<file path="src/rtl/tick_gen_pkg.sv">
// tick_gen_pkg: shared constants and types for the multi-channel tick generator.
//   W_DEF          default counter/period/phase width
//   DEFAULT_PERIOD period of every channel after reset (100 MHz -> 16 kHz)
//   tick_cfg_t     {period, phase} configuration record at the default width
//   ch_state_e     per-channel run state
package tick_gen_pkg;
    localparam int W_DEF          = 16;
    localparam int DEFAULT_PERIOD = 6250;

    typedef struct packed {
        logic [W_DEF-1:0] period;
        logic [W_DEF-1:0] phase;
    } tick_cfg_t;

    typedef enum logic {
        IDLE = 1'b0,
        RUN  = 1'b1
    } ch_state_e;
endpackage

</file>
<file path="src/rtl/tick_gen_if.sv">
// tick_gen_if: control/config/tick bundle between a host and tick_generator.
//   en[N_CH]          per-channel run enable
//   sync              global realign strobe
//   cfg_valid/ready   per-channel config handshake, cfg_period/cfg_phase payload
//   tick[N_CH]        single-cycle tick strobes
//   ack/overrun_clr/overrun  consumer tracking, only with TICK_GEN_OVERRUN_EN
interface tick_gen_if
    import tick_gen_pkg::*;
#(
    parameter int N_CH = 3,
    parameter int W    = W_DEF
);
    logic [N_CH-1:0]        en;
    logic                   sync;
    logic [N_CH-1:0]        cfg_valid;
    logic [N_CH-1:0]        cfg_ready;
    logic [N_CH-1:0][W-1:0] cfg_period;
    logic [N_CH-1:0][W-1:0] cfg_phase;
    logic [N_CH-1:0]        tick;
`ifdef TICK_GEN_OVERRUN_EN
    logic [N_CH-1:0]        ack;
    logic [N_CH-1:0]        overrun_clr;
    logic [N_CH-1:0]        overrun;

    modport master (output en, sync, cfg_valid, cfg_period, cfg_phase, ack, overrun_clr,
                    input  cfg_ready, tick, overrun);
    modport slave  (input  en, sync, cfg_valid, cfg_period, cfg_phase, ack, overrun_clr,
                    output cfg_ready, tick, overrun);
`else
    modport master (output en, sync, cfg_valid, cfg_period, cfg_phase,
                    input  cfg_ready, tick);
    modport slave  (input  en, sync, cfg_valid, cfg_period, cfg_phase,
                    output cfg_ready, tick);
`endif
endinterface

</file>
<file path="src/rtl/tick_gen_channel.sv">
// tick_gen_channel: one tick channel -- down-counter, shadowed {period, phase}
// with valid/ready handshake, IDLE/RUN state and registered tick strobe.
//   clk, nrst        clock, async active-low reset
//   en, sync         run enable, realign strobe
//   cfg_*            config offer; cfg_ready is low while a shadow is pending
//   tick             single-cycle strobe
//   ack, overrun_clr, overrun   consumer tracking (macro TICK_GEN_OVERRUN_EN)
module tick_gen_channel
    import tick_gen_pkg::*;
#(
    parameter int W         = W_DEF,
    parameter int DEFAULT_P = DEFAULT_PERIOD
) (
    input  logic         clk,
    input  logic         nrst,
    input  logic         en,
    input  logic         sync,
    input  logic         cfg_valid,
    output logic         cfg_ready,
    input  logic [W-1:0] cfg_period,
    input  logic [W-1:0] cfg_phase,
`ifdef TICK_GEN_OVERRUN_EN
    input  logic         ack,
    input  logic         overrun_clr,
    output logic         overrun,
`endif
    output logic         tick
);
    // Same layout as tick_cfg_t, resized to this instance's W.
    typedef struct packed {
        logic [W-1:0] period;
        logic [W-1:0] phase;
    } ch_cfg_t;

    ch_state_e    state_q, state_d;
    ch_cfg_t      act_q, shd_q, eff;
    logic         pend_q;
    logic [W-1:0] c_q, c_d;
    logic         tick_d, apply, take;

    assign cfg_ready = !pend_q;
    assign take      = cfg_valid && cfg_ready;
    // Config as it will be after this edge if the shadow gets applied.
    assign eff       = pend_q ? shd_q : act_q;

    always_ff @(posedge clk or negedge nrst) begin
        if (!nrst) state_q <= IDLE;
        else       state_q <= state_d;
    end

    always_comb begin
        state_d = state_q;
        case (state_q)
            IDLE:    if (en)  state_d = RUN;
            RUN:     if (!en) state_d = IDLE;
            default: state_d = IDLE;
        endcase
    end

    always_comb begin
        apply  = 1'b0;
        tick_d = 1'b0;
        c_d    = c_q;
        case (state_q)
            IDLE: begin
                apply = pend_q;
                if (en) c_d = eff.phase;
            end
            RUN: begin
                if (!en) begin
                    c_d = c_q;                      // stop: count is frozen, restart reloads phase
                end else if (sync) begin
                    apply = pend_q;
                    c_d   = eff.phase;
                end else if (c_q == '0) begin
                    apply = pend_q;
                    if (eff.period != '0) begin     // period 0 parks the channel at C=0
                        tick_d = 1'b1;
                        c_d    = eff.period - W'(1);
                    end
                end else begin
                    c_d = c_q - W'(1);
                end
            end
            default: ;
        endcase
    end

    always_ff @(posedge clk or negedge nrst) begin
        if (!nrst) begin
            act_q  <= '{period: W'(DEFAULT_P), phase: '0};
            shd_q  <= '0;
            pend_q <= 1'b0;
            c_q    <= '0;
            tick   <= 1'b0;
        end else begin
            c_q  <= c_d;
            tick <= tick_d;
            if (apply) act_q <= shd_q;
            // take needs !pend_q and apply needs pend_q, so they never coincide.
            if (take) begin
                shd_q  <= '{period: cfg_period, phase: cfg_phase};
                pend_q <= 1'b1;
            end else if (apply) begin
                pend_q <= 1'b0;
            end
        end
    end

`ifdef TICK_GEN_OVERRUN_EN
    logic outstanding;

    // Tracked against the tick being issued at this edge so overrun rises
    // together with the offending tick.
    always_ff @(posedge clk or negedge nrst) begin
        if (!nrst) begin
            outstanding <= 1'b0;
            overrun     <= 1'b0;
        end else begin
            if (tick_d)   outstanding <= 1'b1;
            else if (ack) outstanding <= 1'b0;
            if (tick_d && outstanding && !ack) overrun <= 1'b1;
            else if (overrun_clr)              overrun <= 1'b0;
        end
    end
`endif
endmodule

</file>
<file path="src/rtl/tick_generator.sv">
// tick_generator: N_CH independent tick channels with programmable period and
// phase, shadowed config and a global sync realign.
//   clk, nrst   system clock, async active-low reset
//   bus         tick_gen_if.slave: en, sync, cfg handshake, tick
//               (+ ack/overrun_clr/overrun with macro TICK_GEN_OVERRUN_EN)
module tick_generator
    import tick_gen_pkg::*;
#(
    parameter int N_CH           = 3,
    parameter int W              = tick_gen_pkg::W_DEF,
    parameter int DEFAULT_PERIOD = tick_gen_pkg::DEFAULT_PERIOD
) (
    input logic       clk,
    input logic       nrst,
    tick_gen_if.slave bus
);
    logic [N_CH-1:0] ready_w, tick_w;
`ifdef TICK_GEN_OVERRUN_EN
    logic [N_CH-1:0] overrun_w;
    assign bus.overrun = overrun_w;
`endif

    for (genvar i = 0; i < N_CH; i++) begin : g_ch
        tick_gen_channel #(
            .W         (W),
            .DEFAULT_P (DEFAULT_PERIOD)
        ) u_ch (
            .clk        (clk),
            .nrst       (nrst),
            .en         (bus.en[i]),
            .sync       (bus.sync),
            .cfg_valid  (bus.cfg_valid[i]),
            .cfg_ready  (ready_w[i]),
            .cfg_period (bus.cfg_period[i]),
            .cfg_phase  (bus.cfg_phase[i]),
`ifdef TICK_GEN_OVERRUN_EN
            .ack        (bus.ack[i]),
            .overrun_clr(bus.overrun_clr[i]),
            .overrun    (overrun_w[i]),
`endif
            .tick       (tick_w[i])
        );
    end

    assign bus.cfg_ready = ready_w;
    assign bus.tick      = tick_w;
endmodule

</file>
<file path="src/flat_wrapper.sv">
// flat-port wrapper written by rule: the top's interface ports become plain ports
module tick_generator_flat import tick_gen_pkg::*;
#(
    parameter int N_CH           = 3,
    parameter int W              = tick_gen_pkg::W_DEF,
    parameter int DEFAULT_PERIOD = tick_gen_pkg::DEFAULT_PERIOD
)
  (clk, nrst, bus_en, bus_sync, bus_cfg_valid, bus_cfg_period, bus_cfg_phase, bus_cfg_ready, bus_tick);
  tick_gen_if #(.N_CH(N_CH), .W(W)) bus_i ();
  input logic clk;
  input logic nrst;
  input wire logic [$bits(bus_i.en)-1:0] bus_en;
  input wire logic [$bits(bus_i.sync)-1:0] bus_sync;
  input wire logic [$bits(bus_i.cfg_valid)-1:0] bus_cfg_valid;
  input wire logic [$bits(bus_i.cfg_period)-1:0] bus_cfg_period;
  input wire logic [$bits(bus_i.cfg_phase)-1:0] bus_cfg_phase;
  output wire logic [$bits(bus_i.cfg_ready)-1:0] bus_cfg_ready;
  output wire logic [$bits(bus_i.tick)-1:0] bus_tick;
  assign bus_i.en = bus_en;
  assign bus_i.sync = bus_sync;
  assign bus_i.cfg_valid = bus_cfg_valid;
  assign bus_i.cfg_period = bus_cfg_period;
  assign bus_i.cfg_phase = bus_cfg_phase;
  assign bus_cfg_ready = bus_i.cfg_ready;
  assign bus_tick = bus_i.tick;
  tick_generator #(.N_CH(N_CH), .W(W), .DEFAULT_PERIOD(DEFAULT_PERIOD)) u_core (.clk(clk), .nrst(nrst), .bus(bus_i));
endmodule
</file>
<file path="config.mk">
export PLATFORM = sky130hd
export DESIGN_NAME = tick_generator_flat
export DESIGN_NICKNAME = d
export VERILOG_FILES = /design/src/rtl/tick_gen_pkg.sv /design/src/rtl/tick_gen_if.sv /design/src/rtl/tick_gen_channel.sv /design/src/rtl/tick_generator.sv /design/src/flat_wrapper.sv
export SDC_FILE = /design/constraint.sdc
export NUM_CORES = 1
export LEC_CHECK = 0
export ABC_AREA = 1
export BUFFER_PORTS_ARGS = -buffer_cell sky130_fd_sc_hd__buf_2
export CORE_ASPECT_RATIO = 1.2
export CORE_MARGIN = 1
export CORE_UTILIZATION = 55
export CTS_CLUSTER_DIAMETER = 40
export DETAILED_ROUTE_END_ITERATION = 8
export GPL_ROUTABILITY_DRIVEN = 0
export GPL_TIMING_DRIVEN = 0
export MAX_ROUTING_LAYER = met4
export PLACE_DENSITY = 0.74
export SETUP_SLACK_MARGIN = 0.3
export SLEW_MARGIN = 20
export SYNTH_ARGS = -nofsm -noshare
export SYNTH_HDL_FRONTEND = slang
export SYNTH_HIERARCHICAL = 1
export SYNTH_SLANG_ARGS = --single-unit
</file>
<file path="constraint.sdc">
create_clock -name clk -period 3.42 [get_ports clk]
set_input_delay 0.342 -clock clk [delete_from_list [all_inputs] [get_ports clk]]
set_output_delay 0.342 -clock clk [all_outputs]
set_load 0.05 [all_outputs]
</file>
==> results of run 1 <==
## report_power, final
part	internal [mW]	total, mW	switching, mW	leakage, nW
Clock	2.28	3.66	1.38	0.576
Sequential	4.43	5.13	0.698	2.85
Combinational	1.88	5.81	3.93	4.07
Total	8.59	14.6	6.01	7.49
## worst max path at each step
stage	endpoint	depth (start not counted)
6_report	bus_cfg_ready[0]	5
5_1_grt	bus_cfg_ready[0]	5
4_1_cts	bus_cfg_ready[0]	5
3_5_place_dp	u_core/g_ch[0].u_ch/c_q[6]	12
3_3_place_gp	u_core/g_ch[1].u_ch/shd_q[3]	1
2_1_floorplan	u_core/g_ch[0].u_ch/c_q[6]	12
## cell families (layout without fill, tap and decap cells)
| group | after synthesis | count (layout) | share of synthesized area, % |
|---|---|---|---|
| compound gates | 366 | 366 | 15.07 |
| mux | 8 | 8 | 0.6797 |
| flops | 249 | 249 | 47.84 |
| simple gates | 845 | 845 | 27.33 |
| buf+inv | 258 | 436 | 8.596 |
| xor+xnor | 3 | 3 | 0.2011 |
| fa+ha+maj | 3 | 3 | 0.2872 |
## routing by layer
| metal | track usage (%) | up-vias |
|---|---|---|
| met5 | - | - |
| met4 | 13.60 | 0 |
| met3 | 4.366 | 97 |
| met2 | 49.40 | 421 |
| met1 | 36.48 | 5617 |
| li1 | - | 5861 |
## cell type report
type                            instances  area (um2)  area share, %
Sequential cell                       249        6254          40.83
Timing Repair Buffer                  115       663.1          4.330
Clock buffer                           45       975.9          6.373
Tap cell                              315       394.1          2.574
Inverter                              179       671.9          4.387
Clock inverter                         18       210.2          1.373
Multi-Input combinational cell       1225        5694          37.18
Buffer                                 79       451.7          2.949
## worst reg2reg max path, cell delays in order (launching register included)
cell,delay (ns)
dfrtp_1,0.43
buf_2,0.21
o21ai_0,0.29
nor2_1,0.08
nor2_1,0.18
ha_1,0.20
nand3_1,0.19
nor2_1,0.31
nand2_1,0.12
o21ai_1,0.14
nand3b_1,0.08
nand3_1,0.11
nand2_1,0.05
## state kept, by name (all words and copies together) (netlist names)
signal and flops:
u_core/g_ch.u_ch/tick 3, u_core/g_ch.u_ch/state_q 3, u_core/g_ch.u_ch/shd_q 96, u_core/g_ch.u_ch/c_q 48, u_core/g_ch.u_ch/pend_q 3, u_core/g_ch.u_ch/act_q 96
## cell usage after synthesis, types with 2 or more instances
cell type | instances | area (um2)
nand2_4 | 2 | 22.52
dfstp_2 | 18 | 473.0
nand3_2 | 5 | 50.05
nand3b_1 | 10 | 75.07
ha_1 | 3 | 37.54
o211ai_1 | 11 | 82.58
buf_1 | 2 | 7.510
buf_2 | 10 | 50.05
nand2_2 | 7 | 43.79
nand3_1 | 108 | 540.5
o21ai_2 | 13 | 113.9
o211ai_2 | 2 | 25.02
nand4_1 | 6 | 37.54
a21oi_1 | 130 | 650.6
nor3_2 | 3 | 30.03
nand2_1 | 439 | 1648
clkbuf_1 | 47 | 176.4
or2_2 | 3 | 18.77
nor4_4 | 2 | 42.54
xor2_1 | 3 | 26.28
o21ai_1 | 84 | 420.4
buf_6 | 14 | 157.7
buf_8 | 2 | 30.03
buf_4 | 4 | 30.03
o21bai_1 | 8 | 60.06
o21ai_0 | 110 | 550.5
and2_1 | 2 | 12.51
inv_1 | 168 | 630.6
inv_2 | 11 | 41.29
and3_1 | 2 | 12.51
a21oi_2 | 2 | 17.52
nor2_2 | 4 | 25.02
dfrtp_1 | 231 | 5781
nor2_1 | 241 | 904.6
a211oi_1 | 4 | 30.03
mux2_2 | 7 | 78.83
nor2_4 | 7 | 78.83
## cell usage in the layout, fill, tap and decap left out, drive strengths merged
cell type	netlist	layout
a211oi	4	4
a21oi	132	132
a22oi	1	1
and2	2	2
and3	2	2
buf	32	145
bufinv	0	3
clkbuf	47	92
clkinv	0	5
clkinvlp	0	3
dfrtp	231	231
dfstp	18	18
dlygate4sd3	0	2
ha	3	3
inv	179	186
mux2	7	7
mux2i	1	1
nand2	448	448
nand3	113	113
nand3b	10	10
nand4	6	6
nor2	252	252
nor3	4	4
nor4	4	4
o211ai	13	13
o21ai	207	207
o21bai	9	9
or2	4	4
xor2	3	3
## repair_timing
action                    4_1_cts  5_1_grt
hold buffers                    2        0
resized for setup               0        0
hold endpoints to repair       35        0
==> impl_summary.md, run 1 <==
Setup path
The endpoint of the worst register-to-register path is u_core/g_ch[0].u_ch/c_q[6]. Among all stages on the critical path, the largest delay is contributed by buf_1. For flop-to-flop paths, the worst setup slack is between 0.9 and 1 ns. Counting both buffers and inverters, the worst setup path holds a total of 5. The critical path goes through inv_2, buf_2, buf_1, clkbuf_1, buf_2. For the worst flop-to-flop path, the logic depth is 12. Of all nets on the critical path, the largest fanout is 10.

The gate family responsible for the most delay along the worst path is buffers and inverters. The critical path data arrival time is 2.40 ns. The highest cell delay on the worst timing path is about 0.45 ns. The type of destination of the critical path is an output port. The type of the setup path with the least slack is flop to output port. The library cell appearing most often on the critical path is buf_2.

The start point of the critical path is u_core/g_ch[0].u_ch/pend_q. The reg-to-reg critical path startpoint is u_core/g_ch[0].u_ch/pend_q. STA classifies the critical path startpoint as a flop. The required time of the worst setup path is roughly 3.1 ns.

GRT
Global routing used between 20% and 30% of the available tracks. The initial antenna violation count is 0. The via count of the first global-routing pass is 11,290. The maximum number of pins on one net before global-route repair is 90. The global-route wire length before repair is approximately 56,000 um. The total overflow left after global routing is 0.

Timing
The final hold violation count is 0. For the final routed database, the setup TNS stands at 0 ns. The actual transition at the worst max-transition pin is 0.7445 ns. The number of max-slew violations in the final report came to 0.

Across all hold checks on the routed design, the worst slack comes to ~0.032 ns. Setup repair after global routing left no endpoint under its margin. The share of the clock period used by the worst path is about four fifths. The final critical-path required period is 2.746 ns. The final-report setup violation count is 0. The worst slew slack as a fraction of its limit is approximately half. For the final database, setup skew stands at between 0.015 and 0.02 ns. The top achievable clock speed is roughly 360 MHz. The minimum setup slack in the final design is between 0.6 and 0.7 ns.

Route
The remaining design rule violation count is 0. The post-detailed-route via-to-cell ratio is 5.391. The routed wire length per instance is ~15 um. For this block, wires on met1 add up to approximately 15,000 um. For this block, the via count after detailed routing is about 12,000. Detailed routing placed a total of between 15,000 and 20,000 um of wire on met2.

After detailed routing, the total wire length is between 30,000 and 40,000 um. The first TritonRoute pass finished after 6 iterations. In this run the top signal layer used is met4. The number of violations reported at the end of detailed-routing iteration 0 is about 840. The remaining number of nets flagged by the antenna check after routing is 0. The total met3 wirelength after detailed routing is approximately 1900 um.

Logic synthesis
The synthesis warning total is 6. Averaged over all synthesized cells, the footprint is between 7 and 8 um2. The proportion of synthesized chip area in sequential cells is between 40 and 50%.

The cell area that synthesis handed to floorplanning was between 10,000 and 15,000 um2. Synthesis inferred roughly 250 register bits. The number of flops mapped to enable cells by yosys is 0. The count of distinct cell types in the synthesized netlist is 44. Synthesis produced around 1,700 cells. For this run, asynchronously set or reset flops after synthesis account for 100.0%.

The post-synthesis net count is ~1,800. The most used flip-flop cell after synthesis is dfrtp_1.

Clocking
TritonCTS built the clock tree. The clock latency reported for the late side of the worst-skew pair is 0.51 ns. The clock-pin slew on the worst setup and hold paths is ~0.06 ns.

The H-tree depth is 2. In this run the deepest clock path goes through 3 buffers. The tree is rooted in a clkbuf_16. The clock net sink count is 249. After clock tree synthesis, the setup repair step added 0 buffers. Buffers inserted during clock tree synthesis total 35.

Floorplanning
After floorplanning, the core was divided into 61 placement rows. The initial utilization of the core area, before any placement, comes to between 50% and 60%. In this run the vertical extent of the chip is between 150 and 200 um. The die covers approximately 24,000 um2. During I/O placement, the number of pins put on the boundary was 111.

The total core area is between 20,000 and 25,000 um2. The die width is 142.7 um.

Pwr
The leakage dissipation is 7.494 nW. The worst supply voltage drop on vdd is roughly 0.72 mV. The power per cell area is 953.1 nW/um2. The design draws ~15 mW.

Final layout
The post-route netlist has roughly 15% of its cells at a drive strength greater than 1. Relative to the synthesized area, the layout overhead comes to 17.16%. The repair_antennas step left the layout with diodes totalling 0. The finished cells cover approximately 15,000 um2.

Counting the fill cells in the layout gives roughly 2,000. The finished layout holds 2,225 standard cells, fillers aside. The final layout contains approximately 2,000 nets. The final standard cell utilization of the core is between 60% and 70%.

Place
After detailed placement, the design holds a cell count of 2,160. The pre-CTS setup slack is between 0.9 and 1 ns. During placement, the flow inserted port buffers numbering 110. The post-detailed-placement cell area is between 10,000 and 15,000 um2. The HPWL after detailed placement is about 25,000 um.

Worst hold path
The hold-critical path endpoint is u_core/g_ch[2].u_ch/state_q. Along the worst hold path, the cell count comes to 1. The start point of the worst hold path is bus_en[2]. The min-delay analysis places its worst path in the category input port to flop.

Flow run
Across the run, the number of max-cap violations was 0.

Outcome
The flow ran to the end, and the final reports show no timing, DRC or antenna violations.
Note: power is estimated with default switching activity, not from simulation.
==> inputs of run 2 (changes only) <==
Settings changed: ABC_AREA 1 to 0.
Clock period 3.42 ns to 2.8 ns, I/O delays scaled along.
==> impl_summary.md, run 2 <==
Logic synthesis
The most used flip-flop cell after synthesis is dfrtp_1. The synthesis warning total is 6 (unchanged). The proportion of synthesized chip area in sequential cells is 47.32% (-0.53 points). The synthesized netlist cell count is 1,154 (-33%). The post-synthesis net count was 1,262 (-31%).

Yosys attributes the largest share of cell area to dfrtp_1, mux2_2, dfstp_2, mux2i_1, a21oi_1. The share of synthesized registers carrying an async set or reset is 100.0% (unchanged). The portion of synthesized cell area occupied by the leading cell type is 43.74% (-0.49 points). The count of distinct cell types in the synthesized netlist came to 79 (+80%). The number of flops mapped to enable cells by yosys was 0 (unchanged).

The synthesized area was 13,220 um2 (+1.1%). After synthesis, the most frequently instantiated cells are mux2_2, dfrtp_1, nor2_1, a21oi_1, nand2_1. The cell taking the most area after synthesis is dfrtp_1. The synthesized flop and latch total is 249 (unchanged). The average instance area after synthesis is 11.45 um2 (+52%). mux2_2 is the most common cell in the netlist.

Route
The remaining number of nets flagged by the antenna check after routing is 0 (unchanged). The first-pass detailed-route iteration total was 6 (unchanged). The final wirelength is 37,170 um (+7.8%).

The post-detailed-route via-to-cell ratio was 6.276 (+16%). The routed wire length per instance was 20.80 um (+34%). The routed via count is 11,216 (-6.5%).

The remaining design rule violation count is 0 (unchanged). The number of violations reported at the end of detailed-routing iteration 0 is 975 (+16%).

Setup path
Traced cell by cell, the critical path runs through buf_6, buf_8, buf_12, buf_12, buf_12, mux2_4, a21oi_2, ha_2, nand3b_1, a21oi_4, o211ai_1, xor2_1, a221o_1. The critical path data arrival time is 3.05 ns (+0.65 ns). The number of buffer and inverter instances along the worst setup path came to 5 (unchanged).

The top fanout value on the critical path is 5 (-5). In this design, the largest share of critical-path delay is due to compound AO/OA/AOI/OAI gates. The required time of the worst setup path was 3.20 ns (+0.12 ns). In this run the critical register-to-register path is captured at u_core/g_ch[0].u_ch/c_q[8]. The worst setup path is captured at a flop. The nature of the critical path startpoint is a flop. The library cell appearing most often on the critical path is buf_12. The reg-to-reg critical path startpoint is u_core/g_ch[0].u_ch/pend_q. The length in cells of the worst reg-to-reg path is 13 (+1). The critical path is of the flop to flop type. The highest cell delay on the worst timing path is 0.37 ns (-0.08 ns).

The slack of the worst reg-to-reg path is 0.16 ns (-0.76 ns). For this design, the slowest cell found on the critical path is dfrtp_1.

Place
The post-detailed-placement cell area is 14,390 um2 (+2.0%). The HPWL after detailed placement was 23,630 um (-7.0%). The pre-CTS setup slack came to -0.1473 ns (-1.124 ns). The number of port buffers was 110 (unchanged).

Worst hold path
The class of the worst hold path is input port to flop. The number of stages on the worst hold path is 2 (+1). The worst hold path terminates at u_core/g_ch[0].u_ch/shd_q[14]. The start point of the worst hold path is bus_cfg_phase[14].

GRT
The global-route wire length before repair was 56,280 um (+1.3%). The total routing usage reported by global routing is 30.41% (+0.45 points). The initial antenna violation count is 1 (+1). The residual overflow from global routing is 0 (unchanged). The via count of the first global-routing pass was 10,685 (-5.4%).

The maximum number of pins on one net before global-route repair is 72 (-20%).

Floorplanning
The die height is 171.8 um (+0.55%). The site row count is 61 (unchanged). The I/O pin count is 111 (unchanged).

The die area was 24,660 um2 (+1.1%). The total core area is 23,350 um2 (+0.33%). The die width is 143.5 um (+0.55%). The starting density of the core is 56.59% (+0.44 points).

Pwr
The leakage dissipation is 7.157 nW (-4.5%). The sequential share of power came to 40.0% (+4.9 points). The worst supply voltage drop on vdd is 0.6366 mV (-11%). The power per cell area is 848.8 nW/um2 (-11%). The switching part of the total is 32.43% (-8.7 points). The internal power of the cells was 10.04 mW (+17%). The relative contribution of the clock network to total power came to 31.2% (+6.2 points). The net switching power figure was 4.820 mW (-20%). The combinational cell fraction of total power is 28.8% (-11 points).

Clocking
The tree is rooted in a clkbuf_16. The clock latency reported for the late side of the worst-skew pair is 0.51 ns (about the same). The clock-pin slew on the worst setup and hold paths was 0.06 ns (about the same). The clock buffer count from CTS was 37 (+5.7%).

The number of buffers on the longest clock path came to 3 (unchanged). The clock net sink count is 249 (unchanged). The H-tree depth came to 2 (unchanged). TritonCTS built the clock tree.

Timing
The largest clock skew in the final design was 0.01596 ns (+0.0005169 ns). In the finished design, the share of the clock period the worst path needs comes to between 90% and 100%. The actual transition at the worst max-transition pin was 0.7876 ns (+0.04314 ns).

The number of max-slew violations in the final report is 0 (unchanged). Static timing analysis puts the maximum clock frequency at 378.1 MHz. Setup repair after global routing could not meet its margin everywhere. The final hold violation count is 0 (unchanged).

The routed design could run at a clock period as short as between 2 and 3 ns. The worst slew slack as a fraction of its limit was 47.49% (-2.7 points). The final-report setup violation count is 0 (unchanged). The minimum setup slack in the final design was 0.1552 ns (-0.5184 ns).

Final layout
The final standard cell utilization of the core came to 74.98% (+9.2 points). The layout overhead on the synthesized area is 32.50%. The number of nets in the layout is 1,552 (-22%). The largest registers in the layout are u_core/g_ch.u_ch/act_q: 96 flops, u_core/g_ch.u_ch/shd_q: 96 flops, u_core/g_ch.u_ch/c_q: 48 flops. The commonest non-fill, non-tap cell in the layout is mux2_2. The fraction of layout instances using a drive strength above 1 came to 45.99% (+31 points). The finished layout cell area is 17,510 um2 (+14%).

The library cells used most frequently in the layout, excluding fill and tap cells, are mux2_2, dfrtp_1, buf_2.

Outcome
The flow ran to the end, and the final reports show no timing, DRC or antenna violations.

Flow run
The max-capacitance violation count came to 0 (unchanged).
run 2: cell count changes after synthesis, sizes merged, moves of 17 or more:
cell    delta
a31oi     +27
o21ai    -171
mux2i     +42
nand2    -401
nor3      +38
clkbuf    -17
inv      -171
nor2     -190
mux2     +237
a21oi     -76
nand3     -86
run 2: power groups by stage:
stage / Clock [mW] / Combinational [mW] / Sequential, mW
final: 4.64 / 4.28 / 5.94
after global placement: 0 / 3.44 / 5.78
after floorplan: 0 / 2.77 / 5.49
after CTS: 4.72 / 3.84 / 5.85
after global routing: 4.86 / 4.56 / 6.09
after detailed placement: 0 / 3.53 / 5.84
run 2: logic make-up after synthesis:
logic type,after synthesis,synth area share [%]
AO/OA/AOI/OAI,234,12.14
XOR/XNOR,17,1.127
adder cells (fa/ha/maj),3,0.2840
buffers and inverters,76,2.821
flip-flops,249,47.32
multiplexers,287,24.07
AND/OR/NAND/NOR,288,12.24
run 2: worst max-delay path by stage:
stage | start | to | depth (start not counted)
after floorplan | u_core/g_ch[0].u_ch/pend_q | u_core/g_ch[0].u_ch/c_q[8] | 13
after global routing | u_core/g_ch[0].u_ch/pend_q | u_core/g_ch[0].u_ch/c_q[14] | 13
after detailed placement | u_core/g_ch[2].u_ch/pend_q | u_core/g_ch[2].u_ch/c_q[14] | 12
final | u_core/g_ch[0].u_ch/pend_q | u_core/g_ch[0].u_ch/c_q[8] | 13
after CTS | u_core/g_ch[0].u_ch/pend_q | u_core/g_ch[0].u_ch/c_q[8] | 13
after global placement | nrst | u_core/g_ch[2].u_ch/shd_q[29] | 1
run 2: per-stage QoR:
| step | hold WS [ns] | cells | setup TNS, ns | power, mW |
|---|---|---|---|---|
| after floorplan | -0.01559 | 1154 | 0 | 8.260 |
| after global placement | 0.4021 | 1579 | -733.80 | 9.216 |
| after detailed placement | 0.1980 | 1582 | -1.419 | 9.374 |
| after CTS | 0.0003328 | 1739 | 0 | 14.41 |
| after global routing | 0.0008918 | 1786 | 0 | 15.51 |
| final | 0.008704 | 1787 | 0 | 14.86 |
run 2: repair_timing:
action / 4_1_cts / 5_1_grt
endpoints found under the setup margin: 132 / 153
cloned: 0 / 5
setup buffers: 38 / 41
gates resized for setup: 59 / 114
hold buffers: 54 / 0
pin swaps: 27 / 51
hold endpoints to repair: 101 / 0
run 2: area by class of cell:
| cell class | instances | area, um2 |
|---|---|---|
| Multi-Input combinational cell | 829 | 7164 |
| Sequential cell | 249 | 6260 |
| Timing Repair Buffer | 251 | 1897 |
| Clock buffer | 46 | 1020 |
| Inverter | 9 | 33.78 |
| Clock inverter | 19 | 222.7 |
| Buffer | 67 | 515.5 |
| Antenna cell | 2 | 5.005 |
| Fill cell | 1590 | 5843 |
| Tap cell | 315 | 394.1 |
run 2: metal layers:
metal  GRT usage (%)  vias to the layer above  share of wire [%]
met5               -                        -                  0
met4           12.77                        0                4.5
met3           5.401                      151                6.5
met2           50.13                      537                 49
met1           36.78                     5552                 40
li1                -                     4976                  -
